<file path="config.mk">
export PLATFORM = sky130hd
export DESIGN_NAME = spi_master
export DESIGN_NICKNAME = d
export VERILOG_FILES = /design/src/rtl/spi_pkg.sv /design/src/rtl/spi_clk_gen.sv /design/src/rtl/spi_master.sv
export SDC_FILE = /design/constraint.sdc
export NUM_CORES = 1
export LEC_CHECK = 0
export ABC_AREA = 1
export ABC_CLOCK_PERIOD_IN_PS = 1400
export BUFFER_PORTS_ARGS = -buffer_cell sky130_fd_sc_hd__buf_4
export CAP_MARGIN = 20
export CORE_MARGIN = 3
export CORE_UTILIZATION = 50
export CTS_CLUSTER_DIAMETER = 200
export CTS_CLUSTER_SIZE = 40
export DETAILED_ROUTE_END_ITERATION = 8
export MAX_ROUTING_LAYER = met4
export PLACE_DENSITY = 0.76
export SYNTH_ARGS = -nofsm -noshare
export SYNTH_HDL_FRONTEND = slang
export SYNTH_SLANG_ARGS = --single-unit
</file>
<file path="constraint.sdc">
create_clock -name clk -period 1.4 [get_ports clk]
set_input_delay 0.35 -clock clk [delete_from_list [all_inputs] [get_ports clk]]
set_output_delay 0.35 -clock clk [all_outputs]
set_load 0.005 [all_outputs]
</file>
<file path="src/rtl/spi_pkg.sv">
// Shared types and constants for the SPI initiator and its clock generator.
package spi_pkg;

  typedef enum logic [2:0] {
    IDLE,
    SETUP,
    SHIFT,
    HOLD,
    GAP
  } state_e;

  localparam int unsigned DEF_DATA_W  = 8;
  localparam int unsigned DEF_CLK_DIV = 4;

  // MISO capture point selection
  localparam int unsigned RX_ON_RISE  = 0;
  localparam int unsigned RX_LATE_CAP = 1;

endpackage

</file>
<file path="src/rtl/spi_clk_gen.sv">
// Half-period counter and SCLK level register; emits strobes for the SPI FSM.
module spi_clk_gen
  import spi_pkg::*;
#(
  parameter int unsigned CLK_DIV = DEF_CLK_DIV
) (
  input  logic clk,
  input  logic rst,
  input  logic en_i,
  input  logic tog_i,
  output logic sclk_o,
  output logic rise_stb_o,
  output logic fall_stb_o,
  output logic pre_rise_stb_c_o,
  output logic half_done_c_o
);

  localparam int unsigned CW = $clog2(CLK_DIV);

  logic [CW-1:0] cnt_q, cnt_d;
  logic          lvl_q, lvl_d;
  logic          rise_q, fall_q;
  logic          half_done_c, pre_rise_c, pre_fall_c;

  assign half_done_c = en_i && (cnt_q == CW'(CLK_DIV - 1));
  assign pre_rise_c  = half_done_c && tog_i && !lvl_q;
  assign pre_fall_c  = half_done_c && tog_i && lvl_q;

  // Counter and level fall back to zero whenever the FSM is idle
  always_comb begin
    cnt_d = '0;
    lvl_d = 1'b0;
    if (en_i) begin
      cnt_d = half_done_c ? '0 : cnt_q + CW'(1);
      lvl_d = (half_done_c && tog_i) ? ~lvl_q : lvl_q;
    end
  end

  always_ff @(posedge clk or posedge rst) begin
    if (rst) begin
      cnt_q  <= '0;
      lvl_q  <= 1'b0;
      rise_q <= 1'b0;
      fall_q <= 1'b0;
    end else begin
      cnt_q  <= cnt_d;
      lvl_q  <= lvl_d;
      rise_q <= pre_rise_c;
      fall_q <= pre_fall_c;
    end
  end

  // rise/fall strobes mark the first cycle the new SCLK level is visible
  assign sclk_o           = lvl_q;
  assign rise_stb_o       = rise_q;
  assign fall_stb_o       = fall_q;
  assign pre_rise_stb_c_o = pre_rise_c;
  assign half_done_c_o    = half_done_c;

endmodule

</file>
<file path="src/rtl/spi_master.sv">
// SPI mode-0 initiator: one DATA_W-bit word per start/busy/done handshake.
module spi_master
  import spi_pkg::*;
#(
  parameter int unsigned DATA_W  = DEF_DATA_W,
  parameter int unsigned CLK_DIV = DEF_CLK_DIV,
  parameter int unsigned RX_LATE = RX_LATE_CAP
) (
  input  logic              clk,
  input  logic              rst,
  input  logic              start,
  input  logic [DATA_W-1:0] tx_data,
  output logic              busy,
  output logic              done,
  output logic [DATA_W-1:0] rx_data,
  output logic              sclk,
  output logic              cs,
  output logic              mosi,
  input  logic              miso
);

  localparam int unsigned HW = $clog2(2 * DATA_W);

  state_e            state_q, state_d;
  logic              cs_q, cs_d, busy_q, busy_d, done_q, done_d, mosi_q, mosi_d;
  logic [DATA_W-1:0] tx_q, tx_d, rx_q, rx_d, rx_data_q, rx_data_d, rx_shift_c;
  logic [HW-1:0]     half_q, half_d;
  logic              rise_stb, fall_stb, pre_rise_c, half_done_c, capture_c;

  spi_clk_gen #(.CLK_DIV(CLK_DIV)) u_clk_gen (
    .clk              (clk),
    .rst              (rst),
    .en_i             (state_q != IDLE),
    .tog_i            (state_q == SETUP || state_q == SHIFT),
    .sclk_o           (sclk),
    .rise_stb_o       (rise_stb),
    .fall_stb_o       (fall_stb),
    .pre_rise_stb_c_o (pre_rise_c),
    .half_done_c_o    (half_done_c)
  );

  // Late capture skips rise 1 and takes the last sample at the end of HOLD
  always_comb begin
    if (RX_LATE == RX_ON_RISE) begin
      capture_c = rise_stb;
    end else begin
      capture_c = (pre_rise_c && state_q == SHIFT) || (half_done_c && state_q == HOLD);
    end
    rx_shift_c = capture_c ? {rx_q[DATA_W-2:0], miso} : rx_q;
  end

  always_comb begin
    state_d   = state_q;
    cs_d      = cs_q;
    busy_d    = busy_q;
    done_d    = 1'b0;
    mosi_d    = mosi_q;
    tx_d      = tx_q;
    rx_d      = rx_shift_c;
    rx_data_d = rx_data_q;
    half_d    = half_q;
    unique case (state_q)
      IDLE: begin
        if (start) begin
          state_d = SETUP;
          cs_d    = 1'b0;
          busy_d  = 1'b1;
          tx_d    = tx_data;
          mosi_d  = tx_data[DATA_W-1];
          rx_d    = '0;
          half_d  = '0;
        end
      end
      SETUP: begin
        if (half_done_c) state_d = SHIFT;
      end
      SHIFT: begin
        // mosi advances one cycle after SCLK falls so it never moves while SCLK is high
        if (fall_stb) begin
          tx_d   = tx_q << 1;
          mosi_d = tx_q[DATA_W-2];
        end
        if (half_done_c) begin
          if (half_q == HW'(2 * DATA_W - 2)) begin
            state_d = HOLD;
            half_d  = '0;
          end else begin
            half_d = half_q + HW'(1);
          end
        end
      end
      HOLD: begin
        if (half_done_c) begin
          state_d   = GAP;
          cs_d      = 1'b1;
          done_d    = 1'b1;
          mosi_d    = 1'b0;
          rx_data_d = rx_shift_c;
        end
      end
      GAP: begin
        if (half_done_c) begin
          state_d = IDLE;
          busy_d  = 1'b0;
        end
      end
      default: state_d = IDLE;
    endcase
  end

  always_ff @(posedge clk or posedge rst) begin
    if (rst) begin
      state_q   <= IDLE;
      cs_q      <= 1'b1;
      busy_q    <= 1'b0;
      done_q    <= 1'b0;
      mosi_q    <= 1'b0;
      tx_q      <= '0;
      rx_q      <= '0;
      rx_data_q <= '0;
      half_q    <= '0;
    end else begin
      state_q   <= state_d;
      cs_q      <= cs_d;
      busy_q    <= busy_d;
      done_q    <= done_d;
      mosi_q    <= mosi_d;
      tx_q      <= tx_d;
      rx_q      <= rx_d;
      rx_data_q <= rx_data_d;
      half_q    <= half_d;
    end
  end

  assign cs      = cs_q;
  assign busy    = busy_q;
  assign done    = done_q;
  assign mosi    = mosi_q;
  assign rx_data = rx_data_q;

endmodule
</file>
After elaboration in Yosys (flattened, before gate mapping)
Cells that the tools add are included.

Output and inout bits: 13. Register bits after elaboration: 38. Bits of input ports: 12.

Reductions and logical operators: 22. $add $sub $neg: 2. Equal/unequal tests: 14. Bitwise logic cells: 1. Muxes and demuxes: 32.

Operators with widths (number): 8-bit two-way mux (3); 3-bit two-way mux (6); 3-bit one-hot mux with 5 select lines (1); 7-bit two-way mux (2); 7-bit one-hot mux with 2 select lines (1); 4-bit two-way mux (3); 2-bit inequality test (second input constant) (6); 3-bit AND reduction (4); 1-bit two-way mux (10); 4-bit one-hot mux with 2 select lines (1); 3-bit by 2-bit equality test with 1-bit output (second input constant) (2); 1-bit logical AND (6); 6-bit AND reduction (1); 2-bit nonzero test (3); 3-bit nonzero test (2); 4-bit by 1-bit adder with 4-bit output (second input constant) (1); 4-bit equality test (second input constant) (1); 2-bit two-way mux (2); 2-bit by 1-bit inequality test with 1-bit output (second input constant) (2); 1-bit one-hot mux with 2 select lines (2); 4-bit AND reduction (1); 3-bit by 1-bit equality test with 1-bit output (second input constant) (1); 3-bit equality test (second input constant) (1); 3-bit zero test (1); 7 further kinds (8).

Longest topological paths before layout
Depth in word-level cells: 9. Gate-level depth with buffers: 9.

Hierarchy
Synthesis repeated with hierarchy kept, for this count alone.

Cells, all modules: 222. Area, all modules: 1808.0 um2.

By module, submodules not included: spi_master (sequential area each 827.0 um2, area an instance 1605.3 um2, cells each 202, instances 1); spi_clk_gen (sequential area each 125.1 um2, area an instance 202.7 um2, cells each 20, instances 1).

Least setup slack after synthesis
Ideal clock, no wire load.

Path kind: register to register. Start point: register u_clk_gen.cnt_q[0]. End point: register rx_q[1]. Stages on the path, launching flop included: 9. Period minus slack after synthesis: 1.367 ns. Arrival time: 1.252 ns. Slack: 0.033 ns. Path buffers: 0. Cell sequence: dfrtp_1 > ha_1 > inv_1 > nor2_1 > nand3_4 > nand2_4 > inv_6 > nor2_2 > nor2_2.

Longest elaborated chain between the ends: 9.

Ends and longest elaborated chain: start, declared (RTL line spi_clk_gen.sv:20) `logic [CW-1:0] cnt_q, cnt_d;`; start signal, assigned (RTL line spi_clk_gen.sv:46) `cnt_q <= cnt_d;`; 2-bit equality test (*) (RTL line spi_clk_gen.sv:25) `assign half_done_c = en_i && (cnt_q == CW'(CLK_DIV - 1));`; 1-bit logical AND (*) (RTL line spi_clk_gen.sv:25); 1-bit logical AND (2 in a row) (RTL line spi_clk_gen.sv:26) `assign pre_rise_c = half_done_c && tog_i && !lvl_q;`; 1-bit logical AND (RTL line spi_master.sv:47) `capture_c = (pre_rise_c && state_q == SHIFT) || (half_done_c && state_q == HOLD);`; 1-bit logical OR (*) (RTL line spi_master.sv:47); 8-bit two-way mux (*) (RTL line spi_master.sv:49) `rx_shift_c = capture_c ? {rx_q[DATA_W-2:0], miso} : rx_q;`; 8-bit two-way mux (RTL line spi_master.sv:64) `if (start) begin`; 8-bit two-way mux (*) (RTL line spi_master.sv:62) `unique case (state_q)`; net rx_d[1] (RTL line spi_master.sv:26) `logic [DATA_W-1:0] tx_q, tx_d, rx_q, rx_d, rx_data_q, rx_data_d, rx_shift_c;`; end signal, assigned (RTL line spi_master.sv:129) `rx_q <= rx_d;`; end, declared (RTL line spi_master.sv:26).

Mark *: on every way through the listed nets, which the timed path passes. The rest lies on a longest branch. A chain may end at the register's enable or synchronous reset.

Final worst setup path
Start point: register state_q[2]. End point: register rx_q[4].

Longest elaborated chain between the ends: 9.

Ends and longest elaborated chain: start, declared (RTL line spi_master.sv:24) `state_e state_q, state_d;`; start signal, assigned (RTL line spi_master.sv:123) `state_q <= state_d;`; 3-bit by 1-bit equality test with 1-bit output (tied with other cells) (RTL line spi_master.sv:34) `.tog_i (state_q == SETUP || state_q == SHIFT),`; 1-bit logical OR or 1-bit logical AND (tied branches) (RTL line spi_master.sv:34, spi_clk_gen.sv:25); 1-bit logical AND (2 in a row) (RTL line spi_clk_gen.sv:26); 1-bit logical AND (RTL line spi_master.sv:47); 1-bit logical OR (RTL line spi_master.sv:47); 8-bit two-way mux (RTL line spi_master.sv:49); 8-bit two-way mux (RTL line spi_master.sv:64); 8-bit two-way mux (*) (RTL line spi_master.sv:62); net rx_d[4] (RTL line spi_master.sv:26).

Marked as above.

==> out/qor.yml <==
clkLatencyLatePin_ps: 290
ios: 25
fin_crit_ps: 1320
holdCritPathClass: "in2async"
critPathMaxStageDelay_ps: 470
seqPwrFrac_pct: 34.2
setup_viol: 0
synth_top_cell_by_area: "dfrtp_1"
numCtsBuffers: 5
power.density_nw_per_um2: 2300
p_int_mw: 3.14
syn-num-nets: 235
slew_headroom_pct: 82.3
hpwl_um: 2580
crit_path_end_kind: "flip-flop"
crit_buf_inv: 3
ys_ff_latch: 37
drc_errors: 0
fin_ws_ps: 77.0
dieHeight_um: 67.9
max_freq_ghz: 0.756
maxSlewViolCount: 0
place.port_buffers: 24
routedWlPerCell_um: 12.0
grt_start_max_net_pins: 22
grt_use_total_pct: 18.5
tightestPinTransition_ps: 266
ir_worst_vdd_uv: 1330
hold_viol_final: 0
grt_overflow_total: 0
drtIter0Drc: 94
die_w_um: 67.9
p_switching_mw: 2.22
seq_area_frac_synth_pct: 48.4
dpl_cell_area_um2: 2180
synth_area_um2: 1910
final-seq-area_um2: 931
cts_tree: "built"
drt_first_pass_iters: 5
via_per_inst: 4.86
crit_fanout: 8
vias: 1472
crit_start: "state_q[2]"
synth.top_cell.area_share_pct: 47.1
final_cell_mix: "nand2_1 (51), dfrtp_1 (33), buf_4 (33), inv_1 (26), nor2_2 (16)"
final_antenna_net_count: 0
skew_ps: 7.26
r2r-end: "rx_q[4]"
crit_required_ps: 1590
cap_violations: 0
cts_num_sinks: 37
path_delay_family: "simple AND/OR/NAND/NOR gates"
fill_cells: 302
cp-endpoint: "rx_q[4]"
drt_wl_total_um: 3650
final_area_um2: 2330
n_antenna_cell: 0
holdWs_ps: 78.4
place.gp.congestion: 0.851
clkPwrFrac_pct: 17.8
fin_util_pct: 66.2
outcome: "finished, final reports clean"
netSwitchingFraction_pct: 41.4
first_global_vias: 1354
p_comb_share_pct: 48.0
pre_cts_ws_ps: 20.9
reg2reg_from: "state_q[2]"
netlist_instances: 220
r2r_setup_slack_ps: 80
arrival_ps: 1520
antenna_found_initial: 0
grt_pass1_wl_um: 6090
worstRegToRegCells: 8
clock_path_buffers: 2
drive_above_1_share_pct: 36.6
dieArea_um2: 4610
std_cell_rows: 21
synth_warnings: 0
multi_input_area_um2: 828
clk_pin_slew_ps: 70
ctsRootBufferMaster: "clkbuf_8"
critPathKind: "reg2reg"
fin_nets: 271
synth_area_leaders: "dfrtp_1 (47%), nand2_1 (10%), inv_1 (5.1%), nor2_2 (4.9%), nand3_1 (3.9%)"
path_cells: "inv_4, nand3_4, inv_4, nand3_4, nand2_4, inv_6, nor2_2, nor2_2"
syn2layout_area_growth_pct: 21.8
cp_num_cells: 8
fin_crit_sh_pct: 94.5
p_leak_nw: 1.19
fp.coreArea_um2: 3520
yosysUniqueCellTypes: 29
h-tree-depth: 2
instances_no_fill: 303
dp.cells: 293
start_kind: "flip-flop"
synth.avg_cell_area_um2: 8.70
start_util_pct: 54.4
final_common_cell: "nand2_1"
slowest_stage: "dfrtp_2"
## metal layers
layer  GRT usage [%]  share of wire, %  vias to the layer above
met4            8.19               2.1                        0
met3            4.60               4.4                        7
met1            23.8                47                      680
met2            27.7                47                       27
li1                -                 -                      758
met5               -                 0                        -
## through the flow
step | setup TNS [ps] | power [mW]
2_1_floorplan | 0 | 3.72
3_3_place_gp | 0 | 4.22
3_5_place_dp | 0 | 4.31
4_1_cts | 0 | 5.29
5_1_grt | -5.46 | 5.82
6_report | 0 | 5.35
## registers in the layout, summed over array words and instances, names as in the netlist, 2 cells and up
name and count:
half_q 4, state_q 3, u_clk_gen.cnt_q 2, rx_data 8
tx_q 7, rx_q 7
## synthesized netlist by cell type
| master | count |
|---|---|
| nor2_4 | 2 |
| inv_6 | 1 |
| nand2_4 | 2 |
| nor2_1 | 11 |
| buf_6 | 1 |
| dfstp_2 | 1 |
| inv_2 | 4 |
| buf_8 | 1 |
| inv_1 | 26 |
| o21ai_2 | 7 |
| nand4_1 | 2 |
| a21oi_1 | 1 |
| nand3_4 | 2 |
| ha_1 | 3 |
| nand2_2 | 7 |
| nand2_1 | 52 |
| dfrtp_1 | 36 |
| buf_2 | 1 |
| nand3_2 | 1 |
| o21ai_0 | 10 |
| buf_4 | 2 |
| inv_4 | 1 |
| o21ai_1 | 12 |
| nor3_1 | 1 |
| nand3_1 | 15 |
| or2_2 | 1 |
| nor2_8 | 1 |
| a21oi_4 | 1 |
| nor2_2 | 15 |
## power by group through the flow
stage | combinational [mW] | sequential, mW | clock (mW)
floorplan | 1.96 | 1.76 | 0
global placement | 2.41 | 1.81 | 0
detailed placement | 2.48 | 1.82 | 0
CTS | 2.51 | 1.81 | 0.969
global route | 2.91 | 1.88 | 1.03
finish | 2.57 | 1.83 | 0.951
## final cells by class
cell class	count	area share, %
sequential	37	39.9
multi-input combinational	146	35.5
timing repair buffer	34	11.5
inverter	32	5.58
clock buffer	7	3.70
tap	46	2.47
clock inverter	1	1.29
## tightest hold or removal path: cells and delay by family
kind / cells / cell delay [ps]
buffers and inverters: 3 / 390
## worst min-delay path by stage
stage,slack [ps],from,end
floorplan,420,u_clk_gen.cnt_q[0],u_clk_gen.cnt_q[0]
global placement,400,rst,rx_data[5]
detailed placement,400,rst,rx_data[5]
CTS,90,rst,rx_data[5]
global route,110,rst,rx_data[4]
finish,80,rst,rx_data[5]
## kinds of logic (layout without fill, tap and decap cells)
logic type | count (synthesis) | after routing | share of synthesized area, %
AO/OA/AOI/OAI | 31 | 31 | 10.1
AND/OR/NAND/NOR | 112 | 112 | 30.5
buffers and inverters | 37 | 74 | 9.08
adder cells (fa/ha/maj) | 3 | 3 | 1.96
flip-flops | 37 | 37 | 48.4
## timing repair
item / CTS / global route
setup endpoints to repair: 3 / 22
resized for setup: 1 / 7
setup buffers: 0 / 2
cloned: 0 / 0
endpoints found under the hold margin: 0 / 0
hold buffers: 0 / 0
pin swaps: 0 / 1
No activity file was read; power rests on OpenSTA's default activity.
